## config.mk

```make
export PLATFORM = sky130hd
export DESIGN_NAME = fwd_hazard_ctrl
export DESIGN_NICKNAME = d
export VERILOG_FILES = /design/src/rtl/fwd_hazard_ctrl.sv
export SDC_FILE = /design/constraint.sdc
export NUM_CORES = 1
export LEC_CHECK = 0
export BUFFER_PORTS_ARGS = -buffer_cell sky130_fd_sc_hd__buf_4
export CAP_MARGIN = 10
export CORE_MARGIN = 3
export CORE_UTILIZATION = 50
export CTS_BUF_LIST = sky130_fd_sc_hd__clkbuf_4 sky130_fd_sc_hd__clkbuf_8
export DETAILED_ROUTE_END_ITERATION = 10
export HOLD_SLACK_MARGIN = 0.15
export PLACE_DENSITY = 0.74
export SLEW_MARGIN = 5
export SYNTH_ARGS = -nofsm -noshare
export SYNTH_HDL_FRONTEND = slang
export SYNTH_SLANG_ARGS = --single-unit
```

## constraint.sdc

```tcl
create_clock -name clk -period 3.7 [get_ports clk]
set_clock_uncertainty 0.2 [all_clocks]
set_input_delay 0.37 -clock clk [delete_from_list [all_inputs] [get_ports clk]]
set_output_delay 0.37 -clock clk [all_outputs]
set_load 0.01 [all_outputs]
```

## src/rtl/fwd_hazard_ctrl.sv

```systemverilog
// Forwarding and hazard controller for the EX stage.
// Picks a forward source per operand (youngest matching producer wins),
// raises stall when the youngest match is not ready, tracks long-latency
// destinations in a per-register scoreboard, checks WAW against it, and
// counts stall cycles with a saturating counter.
module fwd_hazard_ctrl #(
    parameter int NUM_SRC = 2,
    parameter int NUM_FWD = 2,
    parameter int RA_W    = 5,
    parameter int SEL_W   = $clog2(NUM_FWD + 1),
    parameter int CNT_W   = 16
) (
    input  logic                       clk,
    input  logic                       rst_n,
    input  logic [NUM_SRC*RA_W-1:0]    rs_addr_ex,
    input  logic [NUM_SRC-1:0]         rs_valid_ex,
    input  logic [NUM_FWD*RA_W-1:0]    rd_addr_fwd,
    input  logic [NUM_FWD-1:0]         rd_valid_fwd,
    input  logic [NUM_FWD-1:0]         res_ready_fwd,
    input  logic                       lo_issue,
    input  logic [RA_W-1:0]            lo_issue_rd,
    input  logic                       lo_done,
    input  logic [RA_W-1:0]            lo_done_rd,
    input  logic [RA_W-1:0]            id_rd,
    input  logic                       id_rd_valid,
    input  logic                       flush,
    output logic [NUM_SRC*SEL_W-1:0]   fwd_sel,
    output logic                       stall,
    output logic [(2**RA_W)-1:0]       pending,
    output logic [CNT_W-1:0]           stall_cnt
);

    localparam int NUM_REG = 2 ** RA_W;

    logic [NUM_REG-1:0]       pending_q;
    logic [NUM_REG-1:0]       pending_d;
    logic [CNT_W-1:0]         stall_cnt_q;
    logic [CNT_W-1:0]         stall_cnt_d;
    logic [NUM_SRC*SEL_W-1:0] fwd_sel_s;
    logic [NUM_SRC-1:0]       op_haz_s;
    logic [NUM_SRC-1:0]       sb_haz_s;
    logic                     waw_haz_s;
    logic                     stall_s;

    // Per-operand forward select plus forwarding and scoreboard hazards.
    always_comb begin : operand_scan
        logic [RA_W-1:0] rs_v;
        logic            found_v;
        fwd_sel_s = '0;
        op_haz_s  = '0;
        sb_haz_s  = '0;
        rs_v      = '0;
        found_v   = 1'b0;
        for (int i = 0; i < NUM_SRC; i++) begin
            rs_v    = rs_addr_ex[i*RA_W +: RA_W];
            found_v = 1'b0;
            if (rs_valid_ex[i] && (rs_v != '0)) begin
                // Youngest stage first; an unready younger match blocks older stages.
                for (int k = 0; k < NUM_FWD; k++) begin
                    if (!found_v && rd_valid_fwd[k] &&
                        (rd_addr_fwd[k*RA_W +: RA_W] == rs_v)) begin
                        found_v = 1'b1;
                        if (res_ready_fwd[k]) begin
                            fwd_sel_s[i*SEL_W +: SEL_W] = SEL_W'(k + 1);
                        end else begin
                            op_haz_s[i] = 1'b1;
                        end
                    end else begin
                        found_v = found_v;
                    end
                end
                // A same-cycle long-op writeback reaches EX through the WB forward path.
                if (pending_q[rs_v] && !(lo_done && (lo_done_rd == rs_v))) begin
                    sb_haz_s[i] = 1'b1;
                end else begin
                    sb_haz_s[i] = 1'b0;
                end
            end else begin
                found_v = 1'b0;
            end
        end
    end

    // WAW check of the EX instruction's destination against outstanding long ops.
    always_comb begin
        waw_haz_s = 1'b0;
        if (id_rd_valid && (id_rd != '0) && pending_q[id_rd] &&
            !(lo_done && (lo_done_rd == id_rd))) begin
            waw_haz_s = 1'b1;
        end else begin
            waw_haz_s = 1'b0;
        end
    end

    // Combine every hazard source into the pipeline stall.
    always_comb begin
        stall_s = (|op_haz_s) | (|sb_haz_s) | waw_haz_s;
    end

    // Scoreboard next state: done clears first, then a real issue sets (issue wins).
    always_comb begin
        pending_d = pending_q;
        if (lo_done && (lo_done_rd != '0)) begin
            pending_d[lo_done_rd] = 1'b0;
        end else begin
            pending_d = pending_d;
        end
        if (lo_issue && !flush && !stall_s && (lo_issue_rd != '0)) begin
            pending_d[lo_issue_rd] = 1'b1;
        end else begin
            pending_d = pending_d;
        end
        pending_d[0] = 1'b0;
    end

    // Stall counter next state, saturating at all-ones.
    always_comb begin
        stall_cnt_d = stall_cnt_q;
        if (stall_s && (stall_cnt_q != {CNT_W{1'b1}})) begin
            stall_cnt_d = stall_cnt_q + CNT_W'(1);
        end else begin
            stall_cnt_d = stall_cnt_q;
        end
    end

    // State registers with asynchronous clear.
    always_ff @(posedge clk or negedge rst_n) begin
        if (!rst_n) begin
            pending_q   <= '0;
            stall_cnt_q <= '0;
        end else begin
            pending_q   <= pending_d;
            stall_cnt_q <= stall_cnt_d;
        end
    end

    assign fwd_sel   = fwd_sel_s;
    assign stall     = stall_s;
    assign pending   = pending_q;
    assign stall_cnt = stall_cnt_q;

endmodule

```

==> impl_metrics.env, run 1 <==
export IMPL_cts_htree_levels=2
export IMPL_initial_core_util_pct=51.89
export IMPL_std_cell_rows=30
export IMPL_die_y_um=90.44
export IMPL_cp_start_kind="flop"
export IMPL_ant_nets=0
export IMPL_gr_total_overflow=0
export IMPL_grt_pass1_wl_mm=18.40
export IMPL_critical_path_class="flop to primary output"
export IMPL_rsz0062_at_grt="no"
export IMPL_total_power_mw=1.966
export IMPL_cts_sinks=47
export IMPL_avgViaCountPerCell=6.383
export IMPL_grt_max_degree=48
export IMPL_final_cell_count_no_fill=527
export IMPL_syn_nets=398
export IMPL_worst_ep_required_time_ns=3.13
export IMPL_tightest_slew_ns=0.6442
export IMPL_clk_latency_ns=0.29
export IMPL_layout_common_cells="buf_4, dfrtp_1, xor2_1, o21ai_0, o31ai_1"
export IMPL_cts_tree="done"
export IMPL_critical_path_max_stage_delay_ns=0.48
export IMPL_area_delta_synth_final_pct=24.29
export IMPL_synth_seq_cells=47
export IMPL_rrSetupSlack_ns=0.46
export IMPL_grt_pass1_vias=3492
export IMPL_cp_top_family="multiplexers"
export IMPL_drt_wirelength_per_cell_um=20.72
export IMPL_final_util_pct=64.50
export IMPL_critical_path_cell_chain="mux4_2 -> mux2i_1 -> o22ai_1 -> o311ai_0 -> nor4bb_1 -> and2_1 -> inv_2 -> buf_4"
export IMPL_cpMaxStageDelayCell="dfrtp_1"
export IMPL_antenna_found_initial=0
export IMPL_first_iter_violations=207
export IMPL_final_common_cell="buf_4"
export IMPL_vias=3364
export IMPL_clk_pin_slew_ns=0.09
export IMPL_routabilityCongestion=0.8572
export IMPL_syn_inst=350
export IMPL_multiInputGateArea_mm2=0.002226
export IMPL_ys_seq_area_share_pct=32.99
export IMPL_setup_viol=0
export IMPL_antennaDiodeCount=0
export IMPL_synth_area_mm2=0.003565
export IMPL_dieWidth_um=90.44
export IMPL_dieArea_mm2=0.008178
export IMPL_numCtsBuffers=5
export IMPL_ys_warn_count=0
export IMPL_grt_util_all_layers_pct=27.62
export IMPL_ios=100
export IMPL_port_buffers=98
export IMPL_slew_headroom_pct=55.94
export IMPL_dpl_hpwl_mm=8.127
export IMPL_fmax_mhz=285.5
export IMPL_drv_cap=0
export IMPL_outcome="complete, no violations"
export IMPL_cp_end_kind="primary output"
export IMPL_worstPathArrival_ns=2.93
export IMPL_min_path_type="input port to flop"
export IMPL_maxSlewViolCount=0
export IMPL_power_density_mw_per_mm2=443.8
export IMPL_period_share_pct=94.68
export IMPL_cts_buffer_depth=2
export IMPL_placed_cells=518
export IMPL_nFillCells=582
export IMPL_crit_fanout=35
export IMPL_hold_violations=0
export IMPL_synth_distinct_cells=45
export IMPL_core_area_mm2=0.006869
export IMPL_setup_tns_final_ns=0
export IMPL_seq_area_mm2=0.001176
export IMPL_timing_critical_path_buf_inv=2
export IMPL_p_leak_nw=1.955
export IMPL_vdd_ir_drop_max_uv=268.9
export IMPL_synth_area_per_cell_um2=10.18
export IMPL_remaining_drc_errors=0
export IMPL_cts_root_buf="clkbuf_8"
export IMPL_drt_wl_total_mm=10.92
export IMPL_layout_min_cycle_time_ns=3.503
export IMPL_drt_pre_antenna_iters=5
export IMPL_drive_gt1_share_pct=32.48
export IMPL_fin_nets=478
tightest hold or removal path, cell delays in order:
cell     delay [ns]
buf_4          0.12
or3b_2         0.16
o31ai_1        0.07
sequential cells by signal (all words and copies together) (netlist names):
signal / count
pending: 31
stall_cnt: 16
per-layer routing:
metal / global-route usage [%] / vias to the layer above / wire (um)
met5: 0 / - / 0
li1: - / 1502 / -
met2: 44.18 / 194 / 5205
met4: 9.439 / 0 / 197
met3: 5.167 / 17 / 849
met1: 37.87 / 1651 / 4666
kinds of logic after synthesis:
kind of cell | synth area share [%]
AOI/OAI and AO/OA | 13.90
xor gates and xnor gates | 11.79
adders and majority gates | 0.3509
buffers and inverters | 4.563
DFF | 32.99
muxes | 18.22
other | 0.1052
and+or+nand+nor | 18.08
worst paths after layout:
check	start	cells past startpoint	endpoint
min in group asynchronous	rst_n	2	stall_cnt[9]
max in group asynchronous	rst_n	2	pending[1]
max	pending[20]	8	stall
max reg2reg	pending[20]	9	pending[6]
min	lo_issue_rd[3]	3	pending[5]
min reg2reg	stall_cnt[11]	1	stall_cnt[11]
Yosys cell counts:
master     instances  area (um2)
dfrtp_1           47        1176
xor2_1            36       315.3
o21ai_0           31       155.2
o31ai_1           26       195.2
mux4_2            20       450.4
nand2_1           15       56.30
clkbuf_1          14       52.55
nand3_1           13       65.06
mux2i_1           12       120.1
nor4_1            12       75.07
xnor2_1           12       105.1
nand3b_1          11       82.58
and3_1             9       56.30
nand4_1            8       50.05
nor3_1             8       40.04
buf_2              7       35.03
o41ai_1            7       61.31
mux2_2             6       67.56
nand2b_1           5       31.28
nor2_1             5       18.77
or3b_2             5       43.79
buf_6              4       45.04
nor2b_1            3       18.77
nor3b_1            3       22.52
or3_1              3       18.77
a21boi_0           2       15.01
a31oi_1            2       12.51
and2_1             2       12.51
and4_1             2       17.52
buf_4              2       15.01
inv_1              2       7.510
o22ai_1            2       12.51
o32ai_1            2       17.52
a2111oi_0          1       8.760
and2_0             1       6.260
and3b_1            1       8.760
and4b_1            1       10.01
buf_1              1       3.750
conb_1             1       3.750
ha_1               1       12.51
inv_2              1       3.750
mux2_1             1       11.26
nor4bb_1           1       10.01
o311ai_0           1       8.760
o31a_1             1       8.760
power breakdown:
group          switching (mW)  total (mW)  leakage (nW)  internal [mW]
Combinational           0.359       0.737          1.27          0.378
Clock                   0.169       0.447        0.0688          0.277
Sequential              0.166       0.783         0.620          0.617
Total                   0.694        1.97          1.95           1.27
per-stage QoR:
stage,setup WS [ns],hold slack (ns),cell area [um2]
2_1_floorplan,0.6144,-0.1256,3565
3_3_place_gp,0.4775,0.2098,4284
3_5_place_dp,0.3815,0.2188,4284
4_1_cts,0.2329,0.2427,4431
5_1_grt,0.05316,0.2639,4431
6_report,0.1969,0.2554,4431
area by class of cell:
| class | instances | share of cell area, % |
|---|---|---|
| multi-input cells | 272 | 50.24 |
| inverters | 3 | 0.2542 |
| clock buffers | 6 | 1.723 |
| repair buffers | 101 | 17.17 |
| well taps | 96 | 2.711 |
| clock inverters | 2 | 1.356 |
| flip-flops and latches | 47 | 26.55 |
what timing repair did:
| item | in CTS | in global routing |
|---|---|---|
| hold buffers | 1 | 0 |
| resized for setup | 0 | 0 |
| setup buffers | 0 | 0 |
| endpoints found under the hold margin | 47 | 0 |
Note: power is estimated with default switching activity, not from simulation.
==> inputs of run 2 (changes only) <==
==> constraint.sdc (replaced) <==
create_clock -name clk -period 4.06 [get_ports clk]
set_clock_uncertainty 0.2 [all_clocks]
set_input_delay 0.406 -clock clk [delete_from_list [all_inputs] [get_ports clk]]
set_output_delay 0.406 -clock clk [all_outputs]
set_load 0.01 [all_outputs]
==> run 2 against run 1 <==
Hold slack improved by 0.033 ns. Critical path type unchanged. Setup slack gained 0.42 ns. Final area down 1.4%. Largest power group unchanged.
==> impl_metrics.env, run 2 (synthesis results as in run 1) <==
export IMPL_port_buffers=98
export IMPL_clk_pin_slew_ns=0.09
export IMPL_area_delta_synth_final_pct=22.57
export IMPL_multiInputGateArea_mm2=0.002226
export IMPL_total_power_mw=1.650
export IMPL_avgViaCountPerCell=6.425
export IMPL_rsz0062_at_grt="no"
export IMPL_seq_area_mm2=0.001176
export IMPL_nFillCells=577
export IMPL_layout_min_cycle_time_ns=3.442
export IMPL_cts_root_buf="clkbuf_8"
export IMPL_worstReg2RegStart="pending[31]"
export IMPL_place_ws_ns=0.7364
export IMPL_setup_slack_ns=0.6184
export IMPL_core_area_mm2=0.006869
export IMPL_r2r_end="stall_cnt[14]"
export IMPL_first_iter_violations=223
export IMPL_clk_latency_ns=0.30
export IMPL_layout_common_cells="buf_4, dfrtp_1, xor2_1, o21ai_0, o31ai_1"
export IMPL_cp_end_kind="primary output"
export IMPL_cts_sinks=47
export IMPL_dpl_hpwl_mm=7.982
export IMPL_dieWidth_um=90.44
export IMPL_dieArea_mm2=0.008178
export IMPL_antenna_found_initial=0
export IMPL_antennaDiodeCount=0
export IMPL_rrSetupSlack_ns=0.92
export IMPL_worstPathArrival_ns=2.84
export IMPL_drive_gt1_share_pct=32.17
export IMPL_cts_htree_levels=2
export IMPL_vias=3373
export IMPL_initial_core_util_pct=51.89
export IMPL_drt_wirelength_per_cell_um=20.63
export IMPL_setup_viol=0
export IMPL_setup_tns_final_ns=0
export IMPL_cts_setup_buffers=0
export IMPL_worst_ep_required_time_ns=3.45
export IMPL_numCtsBuffers=5
export IMPL_crit_fanout=40
export IMPL_min_path_type="input port to flop"
export IMPL_power_density_mw_per_mm2=377.7
export IMPL_hold_end="pending[5]"
export IMPL_outcome="complete, no violations"
export IMPL_fmax_mhz=290.6
export IMPL_worstHoldStart="lo_issue_rd[4]"
export IMPL_grt_util_all_layers_pct=25.89
export IMPL_vdd_ir_drop_max_uv=220.4
export IMPL_grt_max_degree=48
export IMPL_routabilityCongestion=0.9120
export IMPL_cp_top_family="multiplexers"
export IMPL_period_share_pct=84.77
export IMPL_hold_violations=0
export IMPL_cts_buffer_depth=2
export IMPL_ios=100
export IMPL_die_y_um=90.44
export IMPL_final_common_cell="buf_4"
export IMPL_drt_wl_total_mm=10.83
export IMPL_grt_pass1_wl_mm=17.26
export IMPL_fin_nets=477
export IMPL_tightest_slew_ns=0.6392
export IMPL_hold_depth=3
export IMPL_grt_pass1_vias=3228
export IMPL_critical_path_class="flop to primary output"
export IMPL_cpMaxStageDelayCell="mux4_2"
export IMPL_critical_path_max_stage_delay_ns=0.49
export IMPL_cp_start_kind="flop"
export IMPL_path_common_cell="mux4_2"
export IMPL_timing_critical_path_buf_inv=2
export IMPL_largest_reg_flops=31
export IMPL_std_cell_rows=30
export IMPL_worst_r2r_path_depth=8
export IMPL_slew_headroom_pct=57.32
export IMPL_cts_tree="done"
export IMPL_ant_nets=0
export IMPL_drv_cap=0
export IMPL_drt_pre_antenna_iters=5
export IMPL_remaining_drc_errors=0
export IMPL_critical_path_cell_chain="mux4_2 -> mux4_2 -> nand4_1 -> nor4bb_1 -> and2_1 -> inv_2 -> buf_4"
export IMPL_p_leak_nw=1.925
export IMPL_maxSlewViolCount=0
export IMPL_gr_total_overflow=0
-- run 2: changes by cell type in the layout (fill, tap and decap cells not counted) --
cell / previous run / this run
clkinv_2: 0 / 1
clkbuf_4: 1 / 0
buf_4: 100 / 99
clkinv_4: 0 / 1
bufinv_16: 2 / 0
-- run 2: power breakdown --
| group | internal (mW) | switching [mW] | total [mW] |
|---|---|---|---|
| logic | 0.341 | 0.323 | 0.664 |
| registers | 0.562 | 0.150 | 0.713 |
| clock network | 0.118 | 0.156 | 0.274 |
| total | 1.02 | 0.629 | 1.65 |
-- run 2: worst max-delay path by stage --
stage,endpoint,from,cells after the start
floorplan,stall,rs_addr_ex[1],11
global placement,stall_cnt[1],rs_addr_ex[1],10
detailed placement,stall_cnt[14],rs_addr_ex[0],9
CTS,stall,pending[31],7
global route,stall,pending[7],8
finish,stall,pending[31],7
-- run 2: timing repair --
| item | 4_1_cts | 5_1_grt |
|---|---|---|
| hold buffers | 1 | 0 |
| hold endpoints to repair | 47 | 0 |
| setup endpoints to repair | 0 | 0 |
| resized for setup | 0 | 0 |
-- run 2: area by class of cell --
| cell class | instances | area share [%] |
|---|---|---|
| multi-input combinational | 272 | 50.94 |
| sequential | 47 | 26.92 |
| timing repair buffer | 100 | 17.24 |
| tap | 96 | 2.749 |
| clock buffer | 5 | 1.575 |
| clock inverter | 2 | 0.3150 |
| inverter | 3 | 0.2577 |
-- run 2: stage by stage --
step	util [%]	hold WS (ns)	instances	cell area [um2]
4_1_cts	63.61	0.2820	525	4369
3_3_place_gp	62.26	0.2462	517	4277
5_1_grt	63.61	0.3084	525	4369
2_1_floorplan	-	-0.08959	350	3565
3_5_place_dp	62.26	0.2525	517	4277
6_report	63.61	0.2880	525	4369
-- run 2: per-layer routing --
metal / vias to the layer above / global-route usage [%] / routed length [um]
li1: 1499 / - / -
met4: 0 / 6.250 / 164
met1: 1666 / 36.15 / 4585
met3: 17 / 3.917 / 837
met2: 191 / 42.63 / 5242
met5: - / 0 / 0
-- run 2: worst reg2reg max path, cell delays in order, from the launching register on --
cell and delay [ns]:
dfrtp_1 0.46, mux4_2 0.49, mux4_2 0.46, nand4_1 0.11, nor4bb_1 0.27, and2_1 0.22
inv_2 0.27, nand4_1 0.21, mux2_2 0.34
==> inputs of run 3 (changes only) <==
--- a/config.mk
+++ b/config.mk
@@ -8,11 +8,11 @@
 export BUFFER_PORTS_ARGS = -buffer_cell sky130_fd_sc_hd__buf_4
 export CAP_MARGIN = 10
 export CORE_MARGIN = 3
-export CORE_UTILIZATION = 50
+export CORE_UTILIZATION = 49
 export CTS_BUF_LIST = sky130_fd_sc_hd__clkbuf_4 sky130_fd_sc_hd__clkbuf_8
 export DETAILED_ROUTE_END_ITERATION = 10
 export HOLD_SLACK_MARGIN = 0.15
-export PLACE_DENSITY = 0.74
+export PLACE_DENSITY = 0.76
 export SLEW_MARGIN = 5
 export SYNTH_ARGS = -nofsm -noshare
 export SYNTH_HDL_FRONTEND = slang
==> constraint.sdc (replaced) <==
create_clock -name clk -period 3.1 [get_ports clk]
set_clock_uncertainty 0.2 [all_clocks]
set_input_delay 0.31 -clock clk [delete_from_list [all_inputs] [get_ports clk]]
set_output_delay 0.31 -clock clk [all_outputs]
set_load 0.01 [all_outputs]
==> run 3 against run 2 <==
Utilization grew 1.1 points. Flip-flop and latch count is the same. Non-clock buffer count grew 4. Clock-buffer cell count grew 2. Critical path type unchanged. Setup slack lost 0.52 ns. Total power grew 36%. Global-route usage shrank 1.3 points. First-iteration DRC count grew 35%. Final cell count grew 0.95%.
==> impl_metrics.env, run 3 (synthesis results as in run 1) <==
export IMPL_maxSlewViolCount=0
export IMPL_drt_wirelength_per_cell_um=19.72
export IMPL_place_ws_ns=-0.03021
export IMPL_port_buffers=98
export IMPL_grt_util_all_layers_pct=24.60
export IMPL_drt_wl_total_mm=10.45
export IMPL_cp_end_kind="primary output"
export IMPL_period_share_pct=96.70
export IMPL_area_delta_synth_final_pct=25.31
export IMPL_total_power_mw=2.245
export IMPL_setup_slack_ns=0.1023
export IMPL_rrSetupSlack_ns=0.21
export IMPL_ant_nets=0
export IMPL_power_density_mw_per_mm2=502.7
export IMPL_ios=100
export IMPL_tightest_slew_ns=0.6028
export IMPL_core_area_mm2=0.006907
export IMPL_grt_pass1_wl_mm=16.44
export IMPL_cts_buffer_depth=2
export IMPL_cts_sinks=47
export IMPL_cts_setup_buffers=0
export IMPL_gr_total_overflow=0
export IMPL_largest_reg_flops=31
export IMPL_cts_htree_levels=2
export IMPL_numCtsBuffers=5
export IMPL_dieWidth_um=91.29
export IMPL_slew_headroom_pct=59.81
export IMPL_worstPathArrival_ns=2.49
export IMPL_cts_root_buf="clkbuf_8"
export IMPL_antennaDiodeCount=0
export IMPL_grt_pass1_vias=3232
export IMPL_layout_common_cells="buf_4, dfrtp_1, xor2_1, o21ai_0, o31ai_1"
export IMPL_antenna_found_initial=0
export IMPL_initial_core_util_pct=51.61
export IMPL_drt_pre_antenna_iters=5
export IMPL_dpl_hpwl_mm=7.751
export IMPL_drv_cap=0
export IMPL_clk_latency_ns=0.30
export IMPL_std_cell_rows=30
export IMPL_critical_path_class="flop to primary output"
export IMPL_die_y_um=91.29
export IMPL_crit_fanout=10
export IMPL_avgViaCountPerCell=6.236
export IMPL_hold_violations=0
export IMPL_rsz0062_at_grt="no"
export IMPL_fin_nets=481
export IMPL_final_util_pct=64.67
export IMPL_first_iter_violations=300
export IMPL_cp_start_kind="flop"
export IMPL_dieArea_mm2=0.008334
export IMPL_setup_viol=0
export IMPL_final_common_cell="buf_4"
export IMPL_final_area_mm2=0.004467
export IMPL_grt_max_degree=48
export IMPL_layout_min_cycle_time_ns=2.998
export IMPL_clk_pin_slew_ns=0.09
export IMPL_placed_cell_area_mm2=0.004319
export IMPL_worst_r2r_path_depth=8
export IMPL_hold_depth=3
export IMPL_remaining_drc_errors=0
export IMPL_cts_tree="done"
export IMPL_vias=3305
export IMPL_fmax_mhz=333.6
export IMPL_p_leak_nw=1.952
export IMPL_drive_gt1_share_pct=35.25
export IMPL_vdd_ir_drop_max_uv=309.3
export IMPL_whs_ns=0.2026
export IMPL_min_path_type="input port to flop"
export IMPL_nFillCells=602
export IMPL_outcome="complete, no violations"
export IMPL_routabilityCongestion=0.8683
export IMPL_worst_ep_required_time_ns=2.59
==> run 3: critical path, stage by stage (launching register included) <==
cell      delay [ns]
dfrtp_1         0.48
mux4_2          0.48
mux4_2          0.46
nand4_1         0.09
nor4bb_2        0.27
and2_4          0.20
inv_4           0.06
buf_4           0.15
==> run 3: stage by stage <==
stage | setup TNS (ns) | instances
6_report | 0 | 530
5_1_grt | 0 | 530
4_1_cts | 0 | 530
3_5_place_dp | -0.07166 | 521
3_3_place_gp | 0 | 521
2_1_floorplan | 0 | 350
==> run 3: worst paths after layout <==
path | end | startpoint
max in group asynchronous | pending[23] | rst_n
max | stall | pending[28]
min in group asynchronous | stall_cnt[9] | rst_n
max reg2reg | pending[12] | pending[28]
min reg2reg | stall_cnt[9] | stall_cnt[9]
min | pending[19] | lo_issue_rd[3]
==> run 3: power breakdown <==
group	internal (mW)	total [mW]	switching [mW]
registers	0.739	0.935	0.196
logic	0.472	0.897	0.425
clock network	0.203	0.414	0.211
==> run 3: cell type report <==
type,instances,area (um2),share of cell area (%)
inverter,3,13.76,0.3081
clock inverter,1,7.507,0.1681
sequential,47,1182,26.47
tap,96,120.1,2.689
clock buffer,7,96.34,2.157
multi-input combinational,272,2251,50.39
timing repair buffer,104,795.8,17.82
==> run 3: repair_timing <==
action | in CTS | in global routing
gates resized for setup | 1 | 11
pin swaps | 0 | 2
endpoints found under the hold margin | 47 | 0
setup endpoints to repair | 1 | 4
hold buffers | 1 | 0
==> run 3: layer usage <==
layer	track usage, %	up-vias	wire, um
met4	8.668	0	242
met3	5.717	25	868
met1	33.32	1578	4384
met2	38.75	190	4958
li1	-	1512	-
met5	0	-	0
